===== config.mk =====
export PLATFORM = sky130hd
export DESIGN_NAME = ch8_acc_requant
export DESIGN_NICKNAME = d
export VERILOG_FILES = /design/src/rtl/ch8_acc_requant.sv
export SDC_FILE = /design/constraint.sdc
export NUM_CORES = 2
export LEC_CHECK = 0
export ABC_AREA = 1
export ABC_CLOCK_PERIOD_IN_PS = 28400
export BUFFER_PORTS_ARGS = -buffer_cell sky130_fd_sc_hd__buf_4
export CAP_MARGIN = 20
export CORE_MARGIN = 8
export CORE_UTILIZATION = 35
export DETAILED_ROUTE_END_ITERATION = 10
export GPL_TIMING_DRIVEN = 0
export HOLD_SLACK_MARGIN = 0.06
export PLACE_DENSITY = 0.61
export SYNTH_ARGS = -nofsm -noshare
export SYNTH_HDL_FRONTEND = slang
export SYNTH_SLANG_ARGS = --single-unit

===== constraint.sdc =====
create_clock -name clk -period 28.4 [get_ports clk]
set_clock_uncertainty 0.05 [all_clocks]
set_input_delay 4.26 -clock clk [delete_from_list [all_inputs] [get_ports clk]]
set_output_delay 4.26 -clock clk [all_outputs]
set_load 0.02 [all_outputs]

===== src/rtl/ch8_acc_requant.sv =====
// Eight-channel accumulate-and-requantize stage: sums N signed partial-sum beats
// on top of a per-channel bias, then applies a rounding right shift and saturation.
module ch8_acc_requant #(
    parameter int DW = 8,
    parameter int PW = 16,
    parameter int AW = 24,
    parameter int CW = 8
) (
    input  logic                   clk,
    input  logic                   rst,
    input  logic                   clear,
    input  logic [CW-1:0]          cfg_len,
    input  logic [4:0]             cfg_shift,
    input  logic [7:0][AW-1:0]     bias_in,
    input  logic                   in_valid,
    output logic                   in_ready,
    input  logic [7:0][PW-1:0]     in_data,
    output logic                   out_valid,
    input  logic                   out_ready,
    output logic [7:0][DW-1:0]     out_data
);

    typedef enum logic [1:0] {ACC, RND, OUT} state_t;

    localparam logic signed [AW:0] SAT_MAX = (AW+1)'((1 <<< (DW-1)) - 1);
    localparam logic signed [AW:0] SAT_MIN = -SAT_MAX - (AW+1)'(1);

    state_t                 state_q, state_d;
    logic [CW-1:0]          cnt_q, cnt_d;
    logic [CW-1:0]          len_q, len_d;
    logic [4:0]             shift_q, shift_d;
    logic [7:0][AW-1:0]     acc_q, acc_d;
    logic [7:0][DW-1:0]     out_data_q, out_data_d;

    logic [CW-1:0]          cfg_len_eff;
    logic                   accept;
    logic                   first_beat;
    logic                   last_beat;

    // Round half up then shift; the extra MSB keeps the rounding add from wrapping.
    function automatic logic signed [DW-1:0] round_sat(input logic signed [AW-1:0] a,
                                                       input logic [4:0] s);
        logic signed [AW:0] w;
        w = {a[AW-1], a};
        if (s != 5'd0) begin
            w = w + ((AW+1)'(1) <<< (s - 5'd1));
        end
        w = w >>> s;
        if (w > SAT_MAX) begin
            round_sat = SAT_MAX[DW-1:0];
        end else if (w < SAT_MIN) begin
            round_sat = SAT_MIN[DW-1:0];
        end else begin
            round_sat = w[DW-1:0];
        end
    endfunction

    function automatic logic [AW-1:0] sext(input logic [PW-1:0] v);
        sext = {{(AW-PW){v[PW-1]}}, v};
    endfunction

    assign cfg_len_eff = (cfg_len == '0) ? CW'(1) : cfg_len;
    assign accept      = in_valid & in_ready;
    assign first_beat  = (cnt_q == '0);
    assign last_beat   = first_beat ? (cfg_len_eff == CW'(1)) : ((cnt_q + CW'(1)) == len_q);

    always_ff @(posedge clk or posedge rst) begin
        if (rst) begin
            state_q <= ACC;
        end else begin
            state_q <= state_d;
        end
    end

    always_comb begin
        state_d = state_q;
        case (state_q)
            ACC:     if (accept && last_beat) state_d = RND;
            RND:     state_d = OUT;
            OUT:     if (out_ready) state_d = ACC;
            default: state_d = ACC;
        endcase
        if (clear) begin
            state_d = ACC;
        end
    end

    // Ready depends only on state and clear, never on in_valid.
    always_comb begin
        in_ready  = (state_q == ACC) && !clear;
        out_valid = (state_q == OUT);
    end

    always_comb begin
        cnt_d      = cnt_q;
        len_d      = len_q;
        shift_d    = shift_q;
        acc_d      = acc_q;
        out_data_d = out_data_q;
        if (clear) begin
            cnt_d = '0;
        end else begin
            case (state_q)
                ACC: begin
                    if (accept) begin
                        if (first_beat) begin
                            for (int c = 0; c < 8; c++) begin
                                acc_d[c] = bias_in[c] + sext(in_data[c]);
                            end
                            len_d   = cfg_len_eff;
                            shift_d = cfg_shift;
                            cnt_d   = CW'(1);
                        end else begin
                            for (int c = 0; c < 8; c++) begin
                                acc_d[c] = acc_q[c] + sext(in_data[c]);
                            end
                            cnt_d = cnt_q + CW'(1);
                        end
                    end
                end
                RND: begin
                    for (int c = 0; c < 8; c++) begin
                        out_data_d[c] = round_sat(acc_q[c], shift_q);
                    end
                end
                OUT: begin
                    if (out_ready) cnt_d = '0;
                end
                default: cnt_d = '0;
            endcase
        end
    end

    always_ff @(posedge clk or posedge rst) begin
        if (rst) begin
            cnt_q      <= '0;
            len_q      <= '0;
            shift_q    <= '0;
            acc_q      <= '0;
            out_data_q <= '0;
        end else begin
            cnt_q      <= cnt_d;
            len_q      <= len_d;
            shift_q    <= shift_d;
            acc_q      <= acc_d;
            out_data_q <= out_data_d;
        end
    end

    assign out_data = out_data_q;

endmodule


After elaboration in Yosys (flattened, before gate mapping)
Index checks and enable logic that the tools add are counted.
{"block": "totals", "ff_bits": 279, "in_bits": 338, "word_cells": 145}
{"block": "op_classes", "add_sub_neg": 26, "order_cmp": 16, "eq_ne": 8, "n_shift": 9, "mux": 52, "bitwise_logic": 2, "n_reduce_logical": 12}
{"op": "two-way mux 25 bit", "count": 24}
{"op": "adder 24 bit", "count": 16}
{"op": "adder 24 x 25 -> 25 bit", "count": 8}
{"op": "greater-than comparator 25 x 8 -> 1 bit (second input constant)", "count": 8}
{"op": "less-than comparator 25 x 8 -> 1 bit (second input constant)", "count": 8}
{"op": ">>> shifter 25 x 5 -> 25 bit", "count": 8}
{"op": "two-way mux 192 bit", "count": 1}
{"op": "two-way mux 8 bit", "count": 21}
{"op": "<<< shifter 2 x 5 -> 25 bit (first input constant)", "count": 1}
{"op": "case mux 8 bit (3 select lines)", "count": 1}
{"op": "logical NOT 8 bit", "count": 2}
{"op": "adder 8 x 1 -> 8 bit (second input constant)", "count": 1}
{"op": "== test 8 x 1 -> 1 bit (second input constant)", "count": 1}
{"op": "== test 8 bit", "count": 1}
{"op": "two-way mux 2 bit", "count": 3}
{"op": "!= test 3 bit (second input constant)", "count": 2}
{"op": "case mux 2 bit (3 select lines)", "count": 1}
{"op": "AND reduction 3 bit", "count": 2}
{"op": "nonzero test 5 bit", "count": 1}
{"op": "subtractor 5 x 1 -> 5 bit (second input constant)", "count": 1}
{"op": "AND reduction 2 bit", "count": 2}
{"op": "AND reduction 4 bit", "count": 1}
{"op": "!= test 3 x 2 -> 1 bit (second input constant)", "count": 1}
{"op": "== test 2 x 1 -> 1 bit (second input constant)", "count": 1}
{"op": "8 further kinds", "count": 9}

Depth between registers and ports, before layout
{"block": "logic_depth", "word_depth": 10, "depth_mapped": 40, "ltp_nobuf": 37}

Worst setup path after synthesis
OpenSTA, ideal clock, no wires.
{"block": "synth_path", "kind": "in2out", "from": "input port clear", "to": "output port in_ready", "arrival_time_ns": 4.570, "path_slack_ns": 19.520, "path_stages": 3, "path_buffers": 0, "cell_sequence": "inv_1 -> nand2_1 -> inv_1"}
{"block": "synth_between", "elab_chain_cells": 2}
{"item": "from (decl)", "line_no": "11", "source": "input logic clear,"}
{"item": "logical NOT 1 bit", "line_no": "90", "source": "in_ready = (state_q == ACC) && !clear;"}
{"item": "logical AND 1 bit", "line_no": "90"}
{"item": "to (decl)", "line_no": "16", "source": "output logic in_ready,"}
Every way passes these cells.

Worst setup path in the final report
Ends and elaborated chain as after synthesis.

==> flow_metrics.env <==
export IMPL_synth_xor_area_share_pct=3.73
export IMPL_leakage_nw=29.9
export IMPL_postCtsHoldBufs=0
export IMPL_reg2reg_depth=31
export IMPL_cts_sinks=279
export IMPL_tns_ns=0
export IMPL_fp_dieW_um=386
export IMPL_crit_path_start_kind="primary input"
export IMPL_wl_per_cell_um=33.0
export IMPL_cp_required_ns=24.09
export IMPL_max_slew_worst_pin_slew_ns=1.36
export IMPL_start_util_pct=35.1
export IMPL_clk_latency_ns=0.68
export IMPL_die_area_sq_um=149000
export IMPL_rows=136
export IMPL_cts_setup_buffers=0
export IMPL_maxSlewViolCount=0
export IMPL_synthMuxAreaShare_pct=0.522
export IMPL_pwr_density_cell_nw_per_um2=158
export IMPL_die_h_um=386
export IMPL_port_buffers=403
export IMPL_grt_pass1_wl_um=496000
export IMPL_cts_resized=0
export IMPL_yosys_warnings=0
export IMPL_status="completed"
export IMPL_irDropWorstVdd_uv=81.8
export IMPL_cp_arrival_ns=4.80
export IMPL_hp_class="reg2reg"
export IMPL_hold_path_depth=2
export IMPL_timing_final_crit_share_pct=32.1
export IMPL_fmax_mhz=110
export IMPL_route_vias_total=69600
export IMPL_synth_top_family_by_area="simple AND/OR/NAND/NOR gates"
export IMPL_synth_compound_gate_area_share_pct=13.4
export IMPL_grt_max_degree=117
export IMPL_syn_area_per_cell_sq_um=5.42
export IMPL_yosysSeqAreaShare_pct=14.6
export IMPL_clockRootBuffer="clkbuf_16"
export IMPL_drt_iter0_markers=12400
export IMPL_regToRegSetupSlack_ns=20.08
export IMPL_dpl_hpwl_um=309000
export IMPL_synthSimpleGateAreaFrac_pct=50.9
export IMPL_htree_levels=2
export IMPL_viasPerCell=6.19
export IMPL_synthesis_nets=9460
export IMPL_synthCells=8856
export IMPL_synth_area_sq_um=48000
export IMPL_ios=404
export IMPL_slew_headroom_pct=9.13
export IMPL_cts_buffers=38
export IMPL_finalCriticalPeriod_ns=9.11
export IMPL_drc=0
export IMPL_path_max_fanout=5
export IMPL_async_flop_share_pct=100
export IMPL_hold_slack_ns=0.431
export IMPL_crit_type="in2out"
export IMPL_place_gp_congestion=1.17
export IMPL_synthFlopType="dfrtp_1"
export IMPL_final_area_sq_um=56100
export IMPL_core_sq_um=137000
export IMPL_grt_pass1_vias=61400
export IMPL_antenna_found_initial=40
export IMPL_clock_path_buffers=3
export IMPL_wl_um=372000
export IMPL_finalSetupViolCount=0
export IMPL_synth_edff_count=0
export IMPL_syn2layout_area_growth_pct=17.0
export IMPL_placedInstanceArea_sq_um=54600
export IMPL_max_cap_violations=0
export IMPL_fin_util_pct=41.0
export IMPL_drive_above_1_share_pct=8.99
export IMPL_grt_overflow_total=0
export IMPL_timing_hold_violations_final=0
export IMPL_end_kind="output port"
export IMPL_finish_net_count=9998
export IMPL_grt_setup_unrepaired="no"
export IMPL_dr_pass1_iters=8
export IMPL_synthDistinctLibCells=60
export IMPL_antenna_left=0
export IMPL_ys_ff_latch=279
export IMPL_cts_tree="built"
export IMPL_gr_usage_all_layers_pct=47.5
export IMPL_synth_fa_ha_area_share_pct=7.06
export IMPL_clk_pin_slew_ns=0.06
-- flip-flops by register name (all words and copies together) (netlist names) --
signal	cells
state_q	2
cnt_q	8
acc_q	192
len_q	8
shift_q	5
out_data	64
-- critical path, cell delays in order --
cell and delay [ns]:
buf_4 0.12, inv_1 0.06, nand2_1 0.11, inv_1 0.10, buf_4 0.15
-- layout by cell type (no fill, tap or decap), types with 80 or more instances in the layout --
cell type / instances
nand2_1: 2844
nand3_1: 1646
inv_1: 847
nor2_1: 843
a21oi_1: 532
o21ai_0: 452
buf_4: 419
dfrtp_1: 279
ha_1: 258
clkbuf_1: 196
xnor2_1: 118
buf_1: 92
nand4_1: 92
xor2_1: 86
or2_2: 80
-- path summary, 6_finish.rpt --
kind	startpoint	endpoint
worst max-delay path	clear	in_ready
worst max register to register	shift_q[4]	out_data[44]
worst min register to register	out_data[25]	out_data[25]
worst min-delay path	out_data[25]	out_data[25]
min in group asynchronous	rst	out_data[5]
max in group asynchronous	rst	acc_q[74]
-- metrics by stage --
| step | total power, mW | instances | setup WS (ns) |
|---|---|---|---|
| CTS | 8.31 | 11200 | 19.30 |
| global route | 9.08 | 11200 | 19.22 |
| detailed placement | 7.77 | 11100 | 19.30 |
| finish | 8.88 | 11300 | 19.29 |
| global placement | 7.64 | 11100 | 12.75 |
| floorplan | 4.68 | 8856 | 16.40 |
-- cells in the mapped netlist, types with 9 or more instances --
master / n / area (sq um)
nand2_2: 33 / 206
buf_6: 9 / 101
o22ai_1: 17 / 106
ha_1: 258 / 3230
a31oi_1: 22 / 138
a21oi_1: 532 / 2660
nand3_1: 1647 / 8240
o21bai_1: 34 / 255
xor2_1: 86 / 753
a211oi_1: 9 / 67.6
dfrtp_1: 279 / 6980
mux2i_1: 16 / 160
xnor2_1: 118 / 1030
nor3_1: 55 / 275
a21boi_0: 14 / 105
o21ai_1: 14 / 70.1
nor2_2: 17 / 106
nand4_1: 92 / 576
buf_4: 9 / 67.6
nor2_1: 845 / 3170
buf_1: 99 / 372
inv_1: 848 / 3180
nand2_1: 2845 / 10700
o21ai_0: 452 / 2260
o221ai_1: 21 / 184
inv_2: 13 / 48.8
or2_2: 80 / 500
nand3_2: 16 / 160
buf_2: 30 / 150
clkbuf_1: 210 / 788
o211ai_1: 32 / 240
nand3b_1: 12 / 90.1
-- layer usage --
layer | track usage (%) | routed length (um) | vias to the layer above | part of all wire, %
li1 | - | - | 30300 | -
met1 | 61.8 | 146000 | 32500 | 39
met2 | 64.8 | 141000 | 5575 | 38
met3 | 17.9 | 54400 | 1195 | 15
met4 | 31.0 | 30300 | 30 | 8.1
met5 | 0.694 | 346 | - | 0.093
-- power breakdown --
group | total, mW | internal (mW) | switching, mW
Sequential | 0.861 | 0.581 | 0.280
Clock | 0.522 | 0.292 | 0.229
Combinational | 7.50 | 1.89 | 5.61
-- layout make-up --
type | count | area (sq um)
fillers | 15600 | 80700
multi-input cells | 7354 | 36300
flip-flops and latches | 279 | 6980
repair buffers | 498 | 4440
inverters | 865 | 3260
well taps | 1794 | 2240
plain buffers | 358 | 1520
clock buffers | 48 | 1060
clock inverters | 20 | 216
diodes | 39 | 97.6
-- kinds of logic after synthesis --
group / count (synthesis)
AOI/OAI and AO/OA: 1183
xor gates and xnor gates: 204
adders and majority gates: 266
buffers and inverters: 1223
DFF: 279
muxes: 24
and+or+nand+nor: 5677
Power figures use the tool's default switching activity.
